===== src/rtl/itf_host_link_pkg.sv =====
// Shared definitions for the host link block and its off-chip host model:
// bus widths, FSM encoding, command-word layout.
package itf_host_link_pkg;

  localparam int PORT_WIDTH      = 128;  // off-chip beat width
  localparam int SRAM_WIDTH      = 256;  // internal word width
  localparam int DRAM_ADDR_WIDTH = 32;   // off-chip address
  localparam int ADDR_WIDTH      = 16;   // length field (in internal words)
  localparam int CNT_WIDTH       = ADDR_WIDTH + 1;  // beats = 2 * words

  // Command-word field offsets on the off-chip data bus
  localparam int CMD_DIR_BIT  = 0;
  localparam int CMD_ADDR_LSB = 1;
  localparam int CMD_LEN_LSB  = CMD_ADDR_LSB + DRAM_ADDR_WIDTH;

  typedef enum logic [2:0] {
    IDLE = 3'd0,
    ISA  = 3'd1,
    CMD  = 3'd2,
    OUT  = 3'd3,
    IN   = 3'd4
  } state_e;

  typedef struct packed {
    logic                       dir;   // 1 = chip-to-off-chip
    logic [DRAM_ADDR_WIDTH-1:0] addr;
    logic [ADDR_WIDTH-1:0]      len;
  } req_t;

  // Place a latched request into the off-chip command word; unused bits are 0
  function automatic logic [PORT_WIDTH-1:0] pack_cmd(input req_t r);
    logic [PORT_WIDTH-1:0] w_cmd;
    w_cmd = '0;
    w_cmd[CMD_DIR_BIT]                       = r.dir;
    w_cmd[CMD_ADDR_LSB +: DRAM_ADDR_WIDTH]   = r.addr;
    w_cmd[CMD_LEN_LSB  +: ADDR_WIDTH]        = r.len;
    return w_cmd;
  endfunction

endpackage


===== src/rtl/itf_host_link_if.sv =====
// Host link bus bundle: request handshake, internal read/write streams,
// ISA beat stream and the off-chip transmit/receive sides.
interface itf_host_link_if;
  import itf_host_link_pkg::*;

  // transfer request
  logic                       I_ReqVld, O_ReqRdy, I_ReqDir;
  logic [DRAM_ADDR_WIDTH-1:0] I_ReqAddr;
  logic [ADDR_WIDTH-1:0]      I_ReqLen;
  // internal outbound source
  logic [SRAM_WIDTH-1:0]      I_WrDat;
  logic                       I_WrVld, O_WrRdy;
  // internal inbound sink
  logic [SRAM_WIDTH-1:0]      O_RdDat;
  logic                       O_RdVld, I_RdRdy;
  // instruction beats to the configuration unit
  logic [PORT_WIDTH-1:0]      O_ISADat;
  logic                       O_ISAVld, I_ISARdy;
  // off-chip transmit
  logic                       O_CmdVld, O_DatOE, O_DatVld, O_DatLast, I_DatRdy;
  logic [PORT_WIDTH-1:0]      O_Dat;
  // off-chip receive
  logic [PORT_WIDTH-1:0]      I_Dat;
  logic                       I_DatVld, I_DatLast, I_ISAVld, O_DatRdy;
  // status
  logic                       O_Busy, O_LastErr;

  // Link block side
  modport slave (
    input  I_ReqVld, I_ReqDir, I_ReqAddr, I_ReqLen,
    input  I_WrDat, I_WrVld, I_RdRdy, I_ISARdy,
    input  I_DatRdy, I_Dat, I_DatVld, I_DatLast, I_ISAVld,
    output O_ReqRdy, O_WrRdy, O_RdDat, O_RdVld, O_ISADat, O_ISAVld,
    output O_CmdVld, O_DatOE, O_DatVld, O_DatLast, O_Dat, O_DatRdy,
    output O_Busy, O_LastErr
  );

  // Host / environment side
  modport master (
    output I_ReqVld, I_ReqDir, I_ReqAddr, I_ReqLen,
    output I_WrDat, I_WrVld, I_RdRdy, I_ISARdy,
    output I_DatRdy, I_Dat, I_DatVld, I_DatLast, I_ISAVld,
    input  O_ReqRdy, O_WrRdy, O_RdDat, O_RdVld, O_ISADat, O_ISAVld,
    input  O_CmdVld, O_DatOE, O_DatVld, O_DatLast, O_Dat, O_DatRdy,
    input  O_Busy, O_LastErr
  );

endinterface


===== src/rtl/itf_host_link_counter.sv =====
// Loadable down-counter used to track remaining off-chip beats.
module itf_host_link_counter #(
  parameter int W = 17
) (
  input  logic         clk,
  input  logic         rst,
  input  logic         i_load,
  input  logic [W-1:0] i_load_val,
  input  logic         i_dec,
  output logic [W-1:0] o_cnt
);
  logic [W-1:0] r_cnt;

  // load wins over decrement; count never used below zero by the caller
  always_ff @(posedge clk) begin
    if (rst)         r_cnt <= '0;
    else if (i_load) r_cnt <= i_load_val;
    else if (i_dec)  r_cnt <= r_cnt - W'(1);
  end

  assign o_cnt = r_cnt;
endmodule


===== src/rtl/itf_host_link.sv =====
// Host link: accepts transfer requests, emits a command beat off-chip, then
// streams 256-bit internal words as pairs of 128-bit off-chip beats (OUT) or
// assembles inbound beat pairs into words (IN). Instruction beats arriving
// off-chip are forwarded to the configuration unit (ISA).
module itf_host_link
  import itf_host_link_pkg::*;
(
  input  logic             clk,
  input  logic             rst,
  itf_host_link_if.slave   io_host
);
  state_e                r_state, w_next;
  req_t                  r_req;
  logic [PORT_WIDTH-1:0] r_low;
  logic [SRAM_WIDTH-1:0] r_rddat;
  logic                  r_rdvld, r_lasterr;
  logic [CNT_WIDTH-1:0]  w_cnt;
  logic                  w_cnt_load, w_cnt_dec, w_odd, w_final;
  logic                  w_req_acc, w_in_hs, w_datrdy;

  // Counter holds remaining beats; since it starts even, its LSB is the
  // parity of the current beat and a value of 1 marks the final beat.
  assign w_odd   = w_cnt[0];
  assign w_final = (w_cnt == CNT_WIDTH'(1));

  itf_host_link_counter #(.W(CNT_WIDTH)) u_beat_cnt (
    .clk        (clk),
    .rst        (rst),
    .i_load     (w_cnt_load),
    .i_load_val ({r_req.len, 1'b0}),
    .i_dec      (w_cnt_dec),
    .o_cnt      (w_cnt)
  );

  // state register
  always_ff @(posedge clk) begin
    if (rst) r_state <= IDLE;
    else     r_state <= w_next;
  end

  // next state and all combinational bus outputs
  always_comb begin
    w_next              = r_state;
    w_cnt_load          = 1'b0;
    w_cnt_dec           = 1'b0;
    w_req_acc           = 1'b0;
    w_in_hs             = 1'b0;
    w_datrdy            = 1'b0;
    io_host.O_ReqRdy    = 1'b0;
    io_host.O_CmdVld    = 1'b0;
    io_host.O_DatOE     = 1'b0;
    io_host.O_DatVld    = 1'b0;
    io_host.O_DatLast   = 1'b0;
    io_host.O_Dat       = '0;
    io_host.O_WrRdy     = 1'b0;
    io_host.O_ISADat    = '0;
    io_host.O_ISAVld    = 1'b0;
    unique case (r_state)
      IDLE: begin
        // an arriving instruction beat pre-empts any pending request
        if (io_host.I_ISAVld && io_host.I_DatVld) begin
          w_next = ISA;
        end else begin
          io_host.O_ReqRdy = !rst;
          if (io_host.I_ReqVld && !rst) begin
            w_req_acc = 1'b1;
            if (io_host.I_ReqLen != '0) w_next = CMD;
          end
        end
      end
      CMD: begin
        io_host.O_CmdVld = 1'b1;
        io_host.O_DatVld = 1'b1;
        io_host.O_DatOE  = 1'b1;
        io_host.O_Dat    = pack_cmd(r_req);
        if (io_host.I_DatRdy) begin
          w_cnt_load = 1'b1;
          w_next     = r_req.dir ? OUT : IN;
        end
      end
      OUT: begin
        io_host.O_DatOE   = 1'b1;
        io_host.O_DatVld  = io_host.I_WrVld;
        io_host.O_Dat     = w_odd ? io_host.I_WrDat[SRAM_WIDTH-1:PORT_WIDTH]
                                  : io_host.I_WrDat[PORT_WIDTH-1:0];
        // the source word retires only once its upper half has gone out
        io_host.O_WrRdy   = io_host.I_DatRdy && w_odd;
        io_host.O_DatLast = w_final;
        if (io_host.I_WrVld && io_host.I_DatRdy) begin
          w_cnt_dec = 1'b1;
          if (w_final) w_next = IDLE;
        end
      end
      IN: begin
        // stall while an assembled word is still waiting for the sink
        w_datrdy = !r_rdvld || io_host.I_RdRdy;
        if (io_host.I_DatVld && w_datrdy) begin
          w_in_hs   = 1'b1;
          w_cnt_dec = 1'b1;
          if (w_final) w_next = IDLE;
        end
      end
      ISA: begin
        io_host.O_ISADat = io_host.I_Dat;
        io_host.O_ISAVld = io_host.I_DatVld;
        w_datrdy         = io_host.I_ISARdy;
        if (io_host.I_DatVld && io_host.I_ISARdy && io_host.I_DatLast) w_next = IDLE;
      end
      default: w_next = IDLE;
    endcase
    io_host.O_DatRdy = w_datrdy;
  end

  // latch the accepted request (also for len==0, which is then discarded)
  always_ff @(posedge clk) begin
    if (rst)            r_req <= '0;
    else if (w_req_acc) r_req <= '{dir: io_host.I_ReqDir, addr: io_host.I_ReqAddr,
                                   len: io_host.I_ReqLen};
  end

  // inbound word assembly; a pending word survives into IDLE until taken
  always_ff @(posedge clk) begin
    if (rst) begin
      r_low   <= '0;
      r_rddat <= '0;
      r_rdvld <= 1'b0;
    end else begin
      if (w_in_hs && !w_odd) r_low <= io_host.I_Dat;
      if (w_in_hs && w_odd) begin
        r_rddat <= {io_host.I_Dat, r_low};
        r_rdvld <= 1'b1;
      end else if (io_host.I_RdRdy) begin
        r_rdvld <= 1'b0;
      end
    end
  end

  // one-cycle error pulse: zero-length request or DatLast on the wrong beat
  always_ff @(posedge clk) begin
    if (rst) r_lasterr <= 1'b0;
    else     r_lasterr <= (w_req_acc && (io_host.I_ReqLen == '0)) ||
                          (w_in_hs && (io_host.I_DatLast != w_final));
  end

  assign io_host.O_RdDat   = r_rddat;
  assign io_host.O_RdVld   = r_rdvld;
  assign io_host.O_LastErr = r_lasterr;
  assign io_host.O_Busy    = (r_state != IDLE);

endmodule


===== src/flat_wrapper.sv =====
// flat-port wrapper written by rule: the top's interface ports become plain ports
module itf_host_link_flat import itf_host_link_pkg::*;
  (clk, rst, io_host_I_ReqVld, io_host_I_ReqDir, io_host_I_ReqAddr, io_host_I_ReqLen, io_host_I_WrDat, io_host_I_WrVld, io_host_I_RdRdy, io_host_I_ISARdy, io_host_I_DatRdy, io_host_I_Dat, io_host_I_DatVld, io_host_I_DatLast, io_host_I_ISAVld, io_host_O_ReqRdy, io_host_O_WrRdy, io_host_O_RdDat, io_host_O_RdVld, io_host_O_ISADat, io_host_O_ISAVld, io_host_O_CmdVld, io_host_O_DatOE, io_host_O_DatVld, io_host_O_DatLast, io_host_O_Dat, io_host_O_DatRdy, io_host_O_Busy, io_host_O_LastErr);
  itf_host_link_if io_host_i ();
  input  logic clk;
  input  logic rst;
  input wire logic [$bits(io_host_i.I_ReqVld)-1:0] io_host_I_ReqVld;
  input wire logic [$bits(io_host_i.I_ReqDir)-1:0] io_host_I_ReqDir;
  input wire logic [$bits(io_host_i.I_ReqAddr)-1:0] io_host_I_ReqAddr;
  input wire logic [$bits(io_host_i.I_ReqLen)-1:0] io_host_I_ReqLen;
  input wire logic [$bits(io_host_i.I_WrDat)-1:0] io_host_I_WrDat;
  input wire logic [$bits(io_host_i.I_WrVld)-1:0] io_host_I_WrVld;
  input wire logic [$bits(io_host_i.I_RdRdy)-1:0] io_host_I_RdRdy;
  input wire logic [$bits(io_host_i.I_ISARdy)-1:0] io_host_I_ISARdy;
  input wire logic [$bits(io_host_i.I_DatRdy)-1:0] io_host_I_DatRdy;
  input wire logic [$bits(io_host_i.I_Dat)-1:0] io_host_I_Dat;
  input wire logic [$bits(io_host_i.I_DatVld)-1:0] io_host_I_DatVld;
  input wire logic [$bits(io_host_i.I_DatLast)-1:0] io_host_I_DatLast;
  input wire logic [$bits(io_host_i.I_ISAVld)-1:0] io_host_I_ISAVld;
  output wire logic [$bits(io_host_i.O_ReqRdy)-1:0] io_host_O_ReqRdy;
  output wire logic [$bits(io_host_i.O_WrRdy)-1:0] io_host_O_WrRdy;
  output wire logic [$bits(io_host_i.O_RdDat)-1:0] io_host_O_RdDat;
  output wire logic [$bits(io_host_i.O_RdVld)-1:0] io_host_O_RdVld;
  output wire logic [$bits(io_host_i.O_ISADat)-1:0] io_host_O_ISADat;
  output wire logic [$bits(io_host_i.O_ISAVld)-1:0] io_host_O_ISAVld;
  output wire logic [$bits(io_host_i.O_CmdVld)-1:0] io_host_O_CmdVld;
  output wire logic [$bits(io_host_i.O_DatOE)-1:0] io_host_O_DatOE;
  output wire logic [$bits(io_host_i.O_DatVld)-1:0] io_host_O_DatVld;
  output wire logic [$bits(io_host_i.O_DatLast)-1:0] io_host_O_DatLast;
  output wire logic [$bits(io_host_i.O_Dat)-1:0] io_host_O_Dat;
  output wire logic [$bits(io_host_i.O_DatRdy)-1:0] io_host_O_DatRdy;
  output wire logic [$bits(io_host_i.O_Busy)-1:0] io_host_O_Busy;
  output wire logic [$bits(io_host_i.O_LastErr)-1:0] io_host_O_LastErr;
  assign io_host_i.I_ReqVld = io_host_I_ReqVld;
  assign io_host_i.I_ReqDir = io_host_I_ReqDir;
  assign io_host_i.I_ReqAddr = io_host_I_ReqAddr;
  assign io_host_i.I_ReqLen = io_host_I_ReqLen;
  assign io_host_i.I_WrDat = io_host_I_WrDat;
  assign io_host_i.I_WrVld = io_host_I_WrVld;
  assign io_host_i.I_RdRdy = io_host_I_RdRdy;
  assign io_host_i.I_ISARdy = io_host_I_ISARdy;
  assign io_host_i.I_DatRdy = io_host_I_DatRdy;
  assign io_host_i.I_Dat = io_host_I_Dat;
  assign io_host_i.I_DatVld = io_host_I_DatVld;
  assign io_host_i.I_DatLast = io_host_I_DatLast;
  assign io_host_i.I_ISAVld = io_host_I_ISAVld;
  assign io_host_O_ReqRdy = io_host_i.O_ReqRdy;
  assign io_host_O_WrRdy = io_host_i.O_WrRdy;
  assign io_host_O_RdDat = io_host_i.O_RdDat;
  assign io_host_O_RdVld = io_host_i.O_RdVld;
  assign io_host_O_ISADat = io_host_i.O_ISADat;
  assign io_host_O_ISAVld = io_host_i.O_ISAVld;
  assign io_host_O_CmdVld = io_host_i.O_CmdVld;
  assign io_host_O_DatOE = io_host_i.O_DatOE;
  assign io_host_O_DatVld = io_host_i.O_DatVld;
  assign io_host_O_DatLast = io_host_i.O_DatLast;
  assign io_host_O_Dat = io_host_i.O_Dat;
  assign io_host_O_DatRdy = io_host_i.O_DatRdy;
  assign io_host_O_Busy = io_host_i.O_Busy;
  assign io_host_O_LastErr = io_host_i.O_LastErr;
  itf_host_link u_core (.clk(clk), .rst(rst), .io_host(io_host_i));
endmodule

===== config.mk =====
export PLATFORM = sky130hd
export DESIGN_NAME = itf_host_link_flat
export DESIGN_NICKNAME = d
export VERILOG_FILES = /design/src/rtl/itf_host_link_pkg.sv /design/src/rtl/itf_host_link_if.sv /design/src/rtl/itf_host_link_counter.sv /design/src/rtl/itf_host_link.sv /design/src/flat_wrapper.sv
export SDC_FILE = /design/constraint.sdc
export NUM_CORES = 1
export LEC_CHECK = 0
export CAP_MARGIN = 30
export CORE_AREA = 3 3 381 383
export DETAILED_ROUTE_END_ITERATION = 10
export DIE_AREA = 0 0 384 386
export PLACE_DENSITY = 0.39
export SKIP_CTS_REPAIR_TIMING = 1
export SLEW_MARGIN = 20
export SYNTH_ARGS = -nofsm -noshare
export SYNTH_HDL_FRONTEND = slang
export SYNTH_SLANG_ARGS = --single-unit

===== constraint.sdc =====
create_clock -name clk -period 2.8 [get_ports clk]
set_clock_uncertainty 0.2 [all_clocks]
set_input_delay 0.56 -clock clk [delete_from_list [all_inputs] [get_ports clk]]
set_output_delay 0.56 -clock clk [all_outputs]
set_load 0.005 [all_outputs]

==> metrics.csv, run 1 <==
metric;value;unit
Die Wd;384;um
Crit path arrival time;2600;ps
Final HPWL DP;103000;um
critical path required time;2040;ps
Residual DRC;0;
area of the multi-input gates;0.00973;sq mm
Fmax;0.298;GHz
Num CTS Buffers;57;
area grow syn2layout;86.7;%
Mapped Cells;2553;
Setup Viol. Count Final;237;
DP Area;0.0329;sq mm
Filler cells;15600;
Worst path slowest cell;clkdlybuf4s50_1;
clock tree sinks;455;
RePlAce Congestion;0.997;
Peak VDD IR;0.000457;V
Lkg Pwr;12.8;nW
Iter 0 DRT Violations;1231;
Register Area;0.00912;sq mm
setup slack after layout;-561;ps
Yosys Warn Count;0;
max-slew violations;0;
total wire length;132000;um
share of layout cells above drive strength 1;0.145;
Final min period;3360;ps
Core ar.;0.142;sq mm
Avg WL per Cell;23.5;um
final hold vios;0;
Synth Flop Type;dfxtp_1;
failing checks;setup timing;
H-tree depth;2;
WP buf/inv;3;
measured slew at the worst slew-check pin;741;ps
Worst setup EP type;output pin;
initial core utilization;0.136;
syn_area_per_cell;7.53;sq um
Relative slew margins;0.506;
nets;4109;
I/O Pins;966;
Power Dens Cells;564;mW/mm^2
fin area;0.0359;sq mm
clock latency on the worst-skew pair;630;ps
total power;20.2;mW
Yosys top cell by area;dfxtp_1;
top-area cell type share of the netlist area;0.474;
Setup Crit Path Kind;reg2out;
clk slew on worst S/H paths;50;ps
HP Class;in2reg;
grt ovf;0;
number of global-route vias before repair;21600;
hold slack;111;ps
Synth cell types;52;
top post-synthesis cells by count;883 x nand2_1, 455 x dfxtp_1, 401 x a21oi_1;
Die Y-Extent;386;um
critical path peak fanout;9;
ranking of synthesized cells by area;dfxtp_1 47%, nand2_1 17%, a21oi_1 10%, mux2i_1 6.7%, and2_1 4.2%;
Setup TNS Final;-65110;ps
CP peak stage delay;590;ps
status;finished with violations;
first-pass GRT wire length;173000;um
Total Routing Usage GR;0.165;
Critical Path, Cell by Cell;buf_4 -> clkbuf_16 -> mux2i_1 -> a211oi_1 -> clkdlybuf4s50_1;
row cnt;138;
first-pass iteration count of the detailed router;5;
final period utilization;1.20;
post-synthesis async set-or-reset flop share;0;
CP startpoint kind;flop;
EDFF count, synth;0;
vias per inst;3.91;
Max Cap Violations;0;
antenna violations before repair;49;
synthesized flop and latch total;455;
top-count cell post-synth;nand2_1;
crit-path leading delay family;buffers and inverters;
CTS tree;built;
Die Area;0.148;sq mm
RSZ-0062 raised after global routing;true;
root buffer cell;clkbuf_16;
largest net degree at the start of global routing;146;
Routed Antenna Nets;0;
register area share after synthesis;0.474;
synthesized net count;2998;
Bufs on Longest Clock Path;3;
total number of vias;22000;
IO buf count;965;
synthesized area;0.0192;sq mm
final cells by class:
cell class,count,share of cell area
repair buffers,1259,0.354
clock inverters,12,0.00450
diodes,30,0.00209
flip-flops and latches,455,0.254
clock buffers,89,0.0476
inverters,7,0.000872
multi-input cells,1884,0.271
well taps,1890,0.0659
through the flow:
stage | setup WS (ps) | instances | utilization
floorplan | 293 | 2553 | -
CTS | -923 | 5552 | 0.245
global placement | -525 | 5451 | 0.232
finish | -561 | 5626 | 0.253
global route | -577 | 5621 | 0.253
detailed placement | -513 | 5451 | 0.232
registers in the layout, summed over array words and instances, names as in the netlist:
register                  cells
u_core.io_host.O_RdDat      256
u_core.r_low                128
u_core.r_req                 49
u_core.u_beat_cnt.o_cnt      17
u_core.r_state                3
u_core.io_host.O_LastErr      1
u_core.io_host.O_RdVld        1
layer usage:
| metal | vias to the layer above | global-route usage | share of wire |
|---|---|---|---|
| met5 | - | 0.0169 | 0.0011 |
| met4 | 22 | 0.0408 | 0.018 |
| met3 | 137 | 0.0721 | 0.10 |
| met2 | 740 | 0.255 | 0.44 |
| met1 | 10400 | 0.207 | 0.44 |
| li1 | 10700 | - | - |
layout by cell type (no fill, tap or decap), drive strengths merged, types with 2 or more instances in the layout:
cell type and count:
or4 5, nand2 884, nor2 141, xor2 3
o211ai 5, diode 30, bufinv 2, a211oi 52
or3 8, nor3 7, clkinv 9, o21ai 3
inv 8, clkdlybuf4s50 870, and3 2, o32ai 2
nor4 7, mux2i 128, nand4 7, a21oi 401
nand3b 2, dfxtp 455, o311ai 3, nand2b 3
clkbuf 135, and2 130, a31oi 9, nor2b 3
a2bb2oi 3, dlymetal6s2s 24, ha 2, nand3 56
nor3b 3, buf 319
cells by family after synthesis:
family                   Yosys count  share of synthesized area
AND/OR/NAND/NOR                 1261                      0.275
AO/OA/AOI/OAI                    488                      0.139
flip-flops                       455                      0.474
buffers and inverters            215                     0.0423
multiplexers                     128                     0.0667
XOR/XNOR                           4                    0.00182
adder cells (fa/ha/maj)            2                    0.00130
worst paths after layout:
| path | start | endpoint | slack, ps | depth (start not counted) |
|---|---|---|---|---|
| worst max-delay path | u_core.u_beat_cnt.o_cnt[0] | io_host_O_Dat[29] | -560 | 5 |
| worst min-delay path | rst | u_core.u_beat_cnt.o_cnt[1] | 110 | 2 |
| worst max register to register | u_core.u_beat_cnt.o_cnt[0] | u_core.u_beat_cnt.o_cnt[13] | 100 | 7 |
| worst min register to register | u_core.r_low[44] | u_core.io_host.O_RdDat[44] | 250 | 2 |
power breakdown:
| part | switching, mW | internal [mW] |
|---|---|---|
| Sequential | 0.237 | 6.76 |
| Combinational | 2.90 | 2.88 |
| Clock | 3.08 | 4.36 |
(Power assumes the default switching activity.)
==> run 2: changes to the inputs <==
--- a/config.mk
+++ b/config.mk
@@ -5,8 +5,9 @@
 export SDC_FILE = /design/constraint.sdc
 export NUM_CORES = 1
 export LEC_CHECK = 0
-export CAP_MARGIN = 30
+export CAP_MARGIN = 40
 export CORE_AREA = 3 3 381 383
+export CTS_CLUSTER_DIAMETER = 30
 export DETAILED_ROUTE_END_ITERATION = 10
 export DIE_AREA = 0 0 384 386
 export PLACE_DENSITY = 0.39
==> constraint.sdc (replaced) <==
create_clock -name clk -period 4.15 [get_ports clk]
set_clock_uncertainty 0.2 [all_clocks]
set_input_delay 0.83 -clock clk [delete_from_list [all_inputs] [get_ports clk]]
set_output_delay 0.83 -clock clk [all_outputs]
set_load 0.005 [all_outputs]
==> run 2 against run 1 <==
The run now ends clean. Utilization rose by 0.89 points. Non-clock buffer count is 227 lower. Die area stayed put. Worst hold slack better by 120 ps. Clock power increased by 68%. Register-to-register slack better by 1200 ps. Flip-flop and latch count stayed put. Count of clock-buffer cells in the layout up 129. Global-route usage is 0.82 points higher. Highest routed layer unchanged.
==> metrics.csv, run 2 (synthesis results as in run 1) <==
metric;value;unit;change
CP startpoint kind;flop;;
Hold Path Depth;2;;unchanged
Final HPWL DP;103000;um;+0.28%
initial core utilization;0.136;;unchanged
Die Y-Extent;386;um;unchanged
Setup Viol. Count Final;0;;-100%
RSZ-0062 raised after global routing;false;;
Worst setup EP type;output pin;;
Final min period;4060;ps;
final period utilization;0.979;;
RePlAce Congestion;0.962;;-3.5%
worst r2r path cells;7;;unchanged
nets;3984;;-3.0%
min-delay src;u_core.r_low[122];;
row cnt;138;;unchanged
clock latency on the worst-skew pair;740;ps;+110 ps
Worst path slowest cell;dfxtp_4;;
clk slew on worst S/H paths;40;ps;about the same
Lkg Pwr;12.8;nW;-0.46%
CP peak stage delay;590;ps;about the same
Setup WS pre-CTS;234;ps;+747 ps
Hold Path End;u_core.io_host.O_RdDat[122];;
Power Dens Cells;551;mW/mm^2;-2.3%
Setup crit start;u_core.r_state[0];;
antenna violations before repair;48;;-2.0%
reg2reg start;u_core.r_state[2];;
commonest non-fill, non-tap cell in the layout;clkdlybuf4s50_1;;
root buffer cell;clkbuf_16;;
I/O Pins;966;;unchanged
HP Class;reg2reg;;
setup slack after layout;87.9;ps;+649 ps
max-slew violations;0;;unchanged
CTS tree;built;;
Setup Crit Path Kind;reg2out;;
Bufs on Longest Clock Path;3;;unchanged
number of global-route vias before repair;21500;;-0.38%
Critical Path, Cell by Cell;buf_8 -> nor2_1 -> a211oi_2 -> buf_4 -> clkdlybuf4s50_1;;
Relative slew margins;0.362;;-0.144
largest net degree at the start of global routing;168;;+15%
hold slack;226;ps;+115 ps
Filler cells;15500;;-0.70%
grt ovf;0;;unchanged
Residual DRC;0;;unchanged
Fmax;0.246;GHz;
clock tree sinks;455;;unchanged
Die Wd;384;um;unchanged
Util after Layout;0.262;;+0.00895
Crit path arrival time;3030;ps;+430 ps
IO buf count;965;;unchanged
Core ar.;0.142;sq mm;unchanged
Routed Antenna Nets;0;;unchanged
status;completed;;
area grow syn2layout;93.3;%;
critical path required time;3120;ps;+1080 ps
commonest cells after routing, fill and taps aside;956 x clkdlybuf4s50_1, 881 x nand2_1, 453 x dfxtp_1;;
max reg flops;256;;unchanged
vias per inst;3.90;;-0.14%
Setup TNS Final;0;ps;+65110 ps
Total Routing Usage GR;0.173;;+0.00818
Die Area;0.148;sq mm;unchanged
total number of vias;21700;;-1.2%
measured slew at the worst slew-check pin;957;ps;+217 ps
first-pass iteration count of the detailed router;4;;-1
Avg WL per Cell;24.2;um;+2.8%
worst flop-to-flop path endpoint;u_core.io_host.O_RdDat[171];;
share of layout cells above drive strength 1;0.101;;-0.0441
critical path peak fanout;35;;+26
total power;20.5;mW;+1.2%
Iter 0 DRT Violations;1219;;-0.97%
Peak VDD IR;0.000311;V;-32%
final hold vios;0;;unchanged
R2R Setup Slk;1330;ps;+1230 ps
Max Cap Violations;0;;unchanged
Num CTS Buffers;160;;+180%
first-pass GRT wire length;179000;um;+3.6%
H-tree depth;4;;+2
total wire length;135000;um;+1.7%
==> run 2: cell count changes in the layout (fill, tap and decap cells not counted), moves of 20 or more <==
cell,change
buf_4,-194
clkbuf_16,+93
clkdlybuf4s50_1,+86
clkbuf_2,-33
clkinv_2,+31
mux2i_1,+27
dlymetal6s2s_1,-23
clkbuf_8,+22
buf_12,-21
diode_2,-20
==> run 2: area by class of cell <==
class / count / area, sq um / share of cell area
antenna: 10 / 25.0 / 0.000674
clock buffer: 218 / 4620 / 0.124
clock inverter: 74 / 1110 / 0.0299
inverter: 7 / 26.3 / 0.000707
multi-input combinational: 1883 / 9360 / 0.252
sequential: 455 / 9120 / 0.245
tap: 1890 / 2360 / 0.0637
timing repair buffer: 1032 / 10500 / 0.283
==> run 2: report_power, final <==
group / total, mW / leakage (nW) / internal [mW] / switching, mW
sequential: 4.76 / 3.67 / 4.59 / 0.175
combinational: 3.19 / 6.26 / 1.49 / 1.71
clock: 12.5 / 2.82 / 8.92 / 3.58
total: 20.5 / 12.8 / 15.0 / 5.46
==> run 2: stage by stage <==
| step | instance area, sq um | instances |
|---|---|---|
| detailed placement | 31200 | 5263 |
| global route | 37100 | 5565 |
| CTS | 37000 | 5555 |
| global placement | 31200 | 5262 |
| floorplan | 19200 | 2553 |
| finish | 37100 | 5569 |
==> run 2: worst max path at each step <==
stage / cells after the start / slack, ps / endpoint
floorplan: 5 / 1370 / io_host_O_Dat[64]
finish: 5 / 90 / io_host_O_Dat[13]
global route: 5 / 3 / io_host_O_ISADat[41]
detailed placement: 5 / 230 / io_host_O_Dat[13]
CTS: 5 / -310 / io_host_O_Dat[13]
global placement: 5 / 70 / io_host_O_Dat[23]
==> run 2: routing by layer <==
metal	vias up	routed length [um]	share of wire	GRT usage
met5	-	185	0.0014	0
met4	26	2300	0.017	0.0450
met3	205	12000	0.089	0.0718
met2	859	61400	0.46	0.273
met1	10200	58700	0.44	0.216
li1	10500	-	-	-
==> run 2: worst max-delay path: cells and delay by family, from the launching register on <==
family | cells | cell delay [ps]
compound gates | 1 | 480
buf+inv | 3 | 1070
flops | 1 | 590
simple gates | 1 | 110
==> run 3: changes to the inputs <==
--- a/config.mk
+++ b/config.mk
@@ -6,11 +6,13 @@
 export NUM_CORES = 1
 export LEC_CHECK = 0
 export CAP_MARGIN = 40
-export CORE_AREA = 3 3 381 383
+export CELL_PAD_IN_SITES_DETAIL_PLACEMENT = 1
+export CELL_PAD_IN_SITES_GLOBAL_PLACEMENT = 1
+export CORE_AREA = 3 3 376 378
 export CTS_CLUSTER_DIAMETER = 30
 export DETAILED_ROUTE_END_ITERATION = 10
-export DIE_AREA = 0 0 384 386
-export PLACE_DENSITY = 0.39
+export DIE_AREA = 0 0 379 381
+export PLACE_DENSITY = 0.5
 export SKIP_CTS_REPAIR_TIMING = 1
 export SLEW_MARGIN = 20
 export SYNTH_ARGS = -nofsm -noshare
==> run 3 against run 2 <==
Fmax decreased by 0.22%. Wire length decreased by 4.8%. Sequential power about the same. Clock power decreased by 8%. Flip-flop and latch count unchanged. Die area decreased by 2.6%. Critical path depth decreased by 1. Combinational power decreased by 3%. Critical endpoint is now io_host_O_Dat[64]. Largest cell class unchanged. Highest routed layer unchanged.
==> metrics.csv, run 3 (synthesis results as in run 1) <==
metric;value;unit;change
status;completed;;
Iter 0 DRT Violations;1094;;-10%
measured slew at the worst slew-check pin;1120;ps;+158 ps
clock latency on the worst-skew pair;740;ps;about the same
Peak VDD IR;0.000317;V;+1.9%
Setup Crit Path Kind;reg2out;;
Fmax;0.246;GHz;-0.22%
clk slew on worst S/H paths;40;ps;about the same
I/O Pins;966;;unchanged
root buffer cell;clkbuf_16;;
RSZ-0062 raised after global routing;false;;
Avg WL per Cell;23.5;um;-2.8%
Setup TNS Final;0;ps;unchanged
H-tree depth;4;;unchanged
grt ovf;0;;unchanged
total number of vias;21600;;-0.40%
P_sw;5.23;mW;-4.2%
Core ar.;0.138;sq mm;-2.8%
Util after Layout;0.265;;+0.00262
Power Dens Cells;530;mW/mm^2;-3.9%
initial core utilization;0.139;;+0.00386
critical path peak fanout;27;;-23%
share of layout cells above drive strength 1;0.0921;;-0.00904
max reg flops;256;;unchanged
Routed Antenna Nets;0;;unchanged
final period utilization;0.981;;+0.00215
Max Cap Violations;0;;unchanged
IO buf count;965;;unchanged
Die Y-Extent;381;um;-1.3%
HP Class;reg2reg;;
R2R Setup Slk;1240;ps;-90 ps
worst r2r path cells;8;;+1
crit path capture;io_host_O_Dat[64];;
Final HPWL DP;99500;um;-3.9%
final hold vios;0;;unchanged
Residual DRC;0;;unchanged
Relative slew margins;0.257;;-0.105
Setup Viol. Count Final;0;;unchanged
worst flop-to-flop path endpoint;u_core.io_host.O_RdDat[48];;
Setup crit start;u_core.u_beat_cnt.o_cnt[0];;
total wire length;128000;um;-4.8%
row cnt;136;;-1.4%
max-slew violations;0;;unchanged
commonest cells after routing, fill and taps aside;959 x clkdlybuf4s50_1, 881 x nand2_1, 453 x dfxtp_1;;
nets;3977;;-0.18%
first-pass GRT wire length;175000;um;-2.4%
vias per inst;3.97;;+1.7%
Final min period;4070;ps;+8.92 ps
Bufs on Longest Clock Path;3;;unchanged
sequential share of power;0.246;;+0.013
largest net degree at the start of global routing;190;;+13%
Crit path arrival time;3040;ps;about the same
reg2reg start;u_core.r_state[0];;
Die Wd;379;um;-1.3%
Comb pwr share;0.160;;+0.004
number of global-route vias before repair;22400;;+3.9%
commonest non-fill, non-tap cell in the layout;clkdlybuf4s50_1;;
Net Sw Frac;0.271;;+0.00393
clock network power share;0.593;;-0.018
Lkg Pwr;12.5;nW;-2.3%
Num CTS Buffers;150;;-6.3%
critical path required time;3120;ps;about the same
CP startpoint kind;flop;;
RePlAce Congestion;0.883;;-8.3%
area grow syn2layout;89.8;%;
clock tree sinks;455;;unchanged
Worst setup EP type;output pin;;
internal power component;14.1;mW;-6.1%
first-pass iteration count of the detailed router;4;;unchanged
Die Area;0.144;sq mm;-2.6%
Total Routing Usage GR;0.171;;-0.00197
antenna violations before repair;37;;-23%
CTS tree;built;;
-- run 3: changes by cell type in the layout (fill, tap and decap cells not counted), sizes merged --
| cell | change |
|---|---|
| clkinvlp | -4 |
| dlymetal6s2s | -1 |
| clkdlybuf4s50 | +3 |
| clkinv | -7 |
| clkbuf | -4 |
| bufinv | -6 |
| buf | +2 |
| diode | +1 |
| inv | -3 |
-- run 3: final cells by class --
class | instances | area (sq um)
multi-input cells | 1883 | 9340
inverters | 7 | 26.3
diodes | 11 | 27.5
repair buffers | 1035 | 10500
clock inverters | 54 | 891
clock buffers | 215 | 4350
fillers | 16200 | 101000
flip-flops and latches | 455 | 9120
well taps | 1794 | 2240
-- run 3: how the worst min path moves through the flow --
stage,from,to,slack (ps),depth (start not counted)
final,u_core.r_low[126],u_core.io_host.O_RdDat[126],230,2
after global routing,u_core.r_low[124],u_core.io_host.O_RdDat[124],250,2
after CTS,u_core.r_low[0],u_core.io_host.O_RdDat[0],230,2
after detailed placement,u_core.r_low[122],u_core.io_host.O_RdDat[122],240,2
after global placement,u_core.r_low[18],u_core.io_host.O_RdDat[18],240,2
after floorplan,u_core.r_low[0],u_core.io_host.O_RdDat[0],230,2
-- run 3: per-layer routing --
layer	track usage	wire length, um
met5	0	211
met4	0.0409	2110
met3	0.0776	12200
met2	0.278	59500
met1	0.204	54000
-- run 3: critical path, cell delays in order, from the launching register on --
cell	delay, ps
dfxtp_4	640
buf_12	280
mux2i_1	190
nor2_1	550
clkdlybuf4s50_1	640
-- run 3: through the flow --
step | worst slack [ps] | cells | hold slack (ps) | total power [mW] | area (sq um)
after floorplan | 1370 | 2553 | 232 | 6.03 | 19200
after global placement | 354 | 5172 | 240 | 7.93 | 31100
after detailed placement | 359 | 5173 | 245 | 7.93 | 31100
after CTS | -119 | 5442 | 232 | 19.6 | 36400
after global routing | 1.31 | 5445 | 248 | 20.2 | 36500
final | 79.0 | 5454 | 231 | 19.3 | 36500
-- run 3: power by group through the flow --
stage	clock (mW)	combinational (mW)	sequential, mW
after floorplan	0	1.29	4.74
after CTS	11.8	3.13	4.75
final	11.5	3.10	4.75
after global placement	0	3.11	4.82
after global routing	12.1	3.34	4.78
after detailed placement	0	3.11	4.82
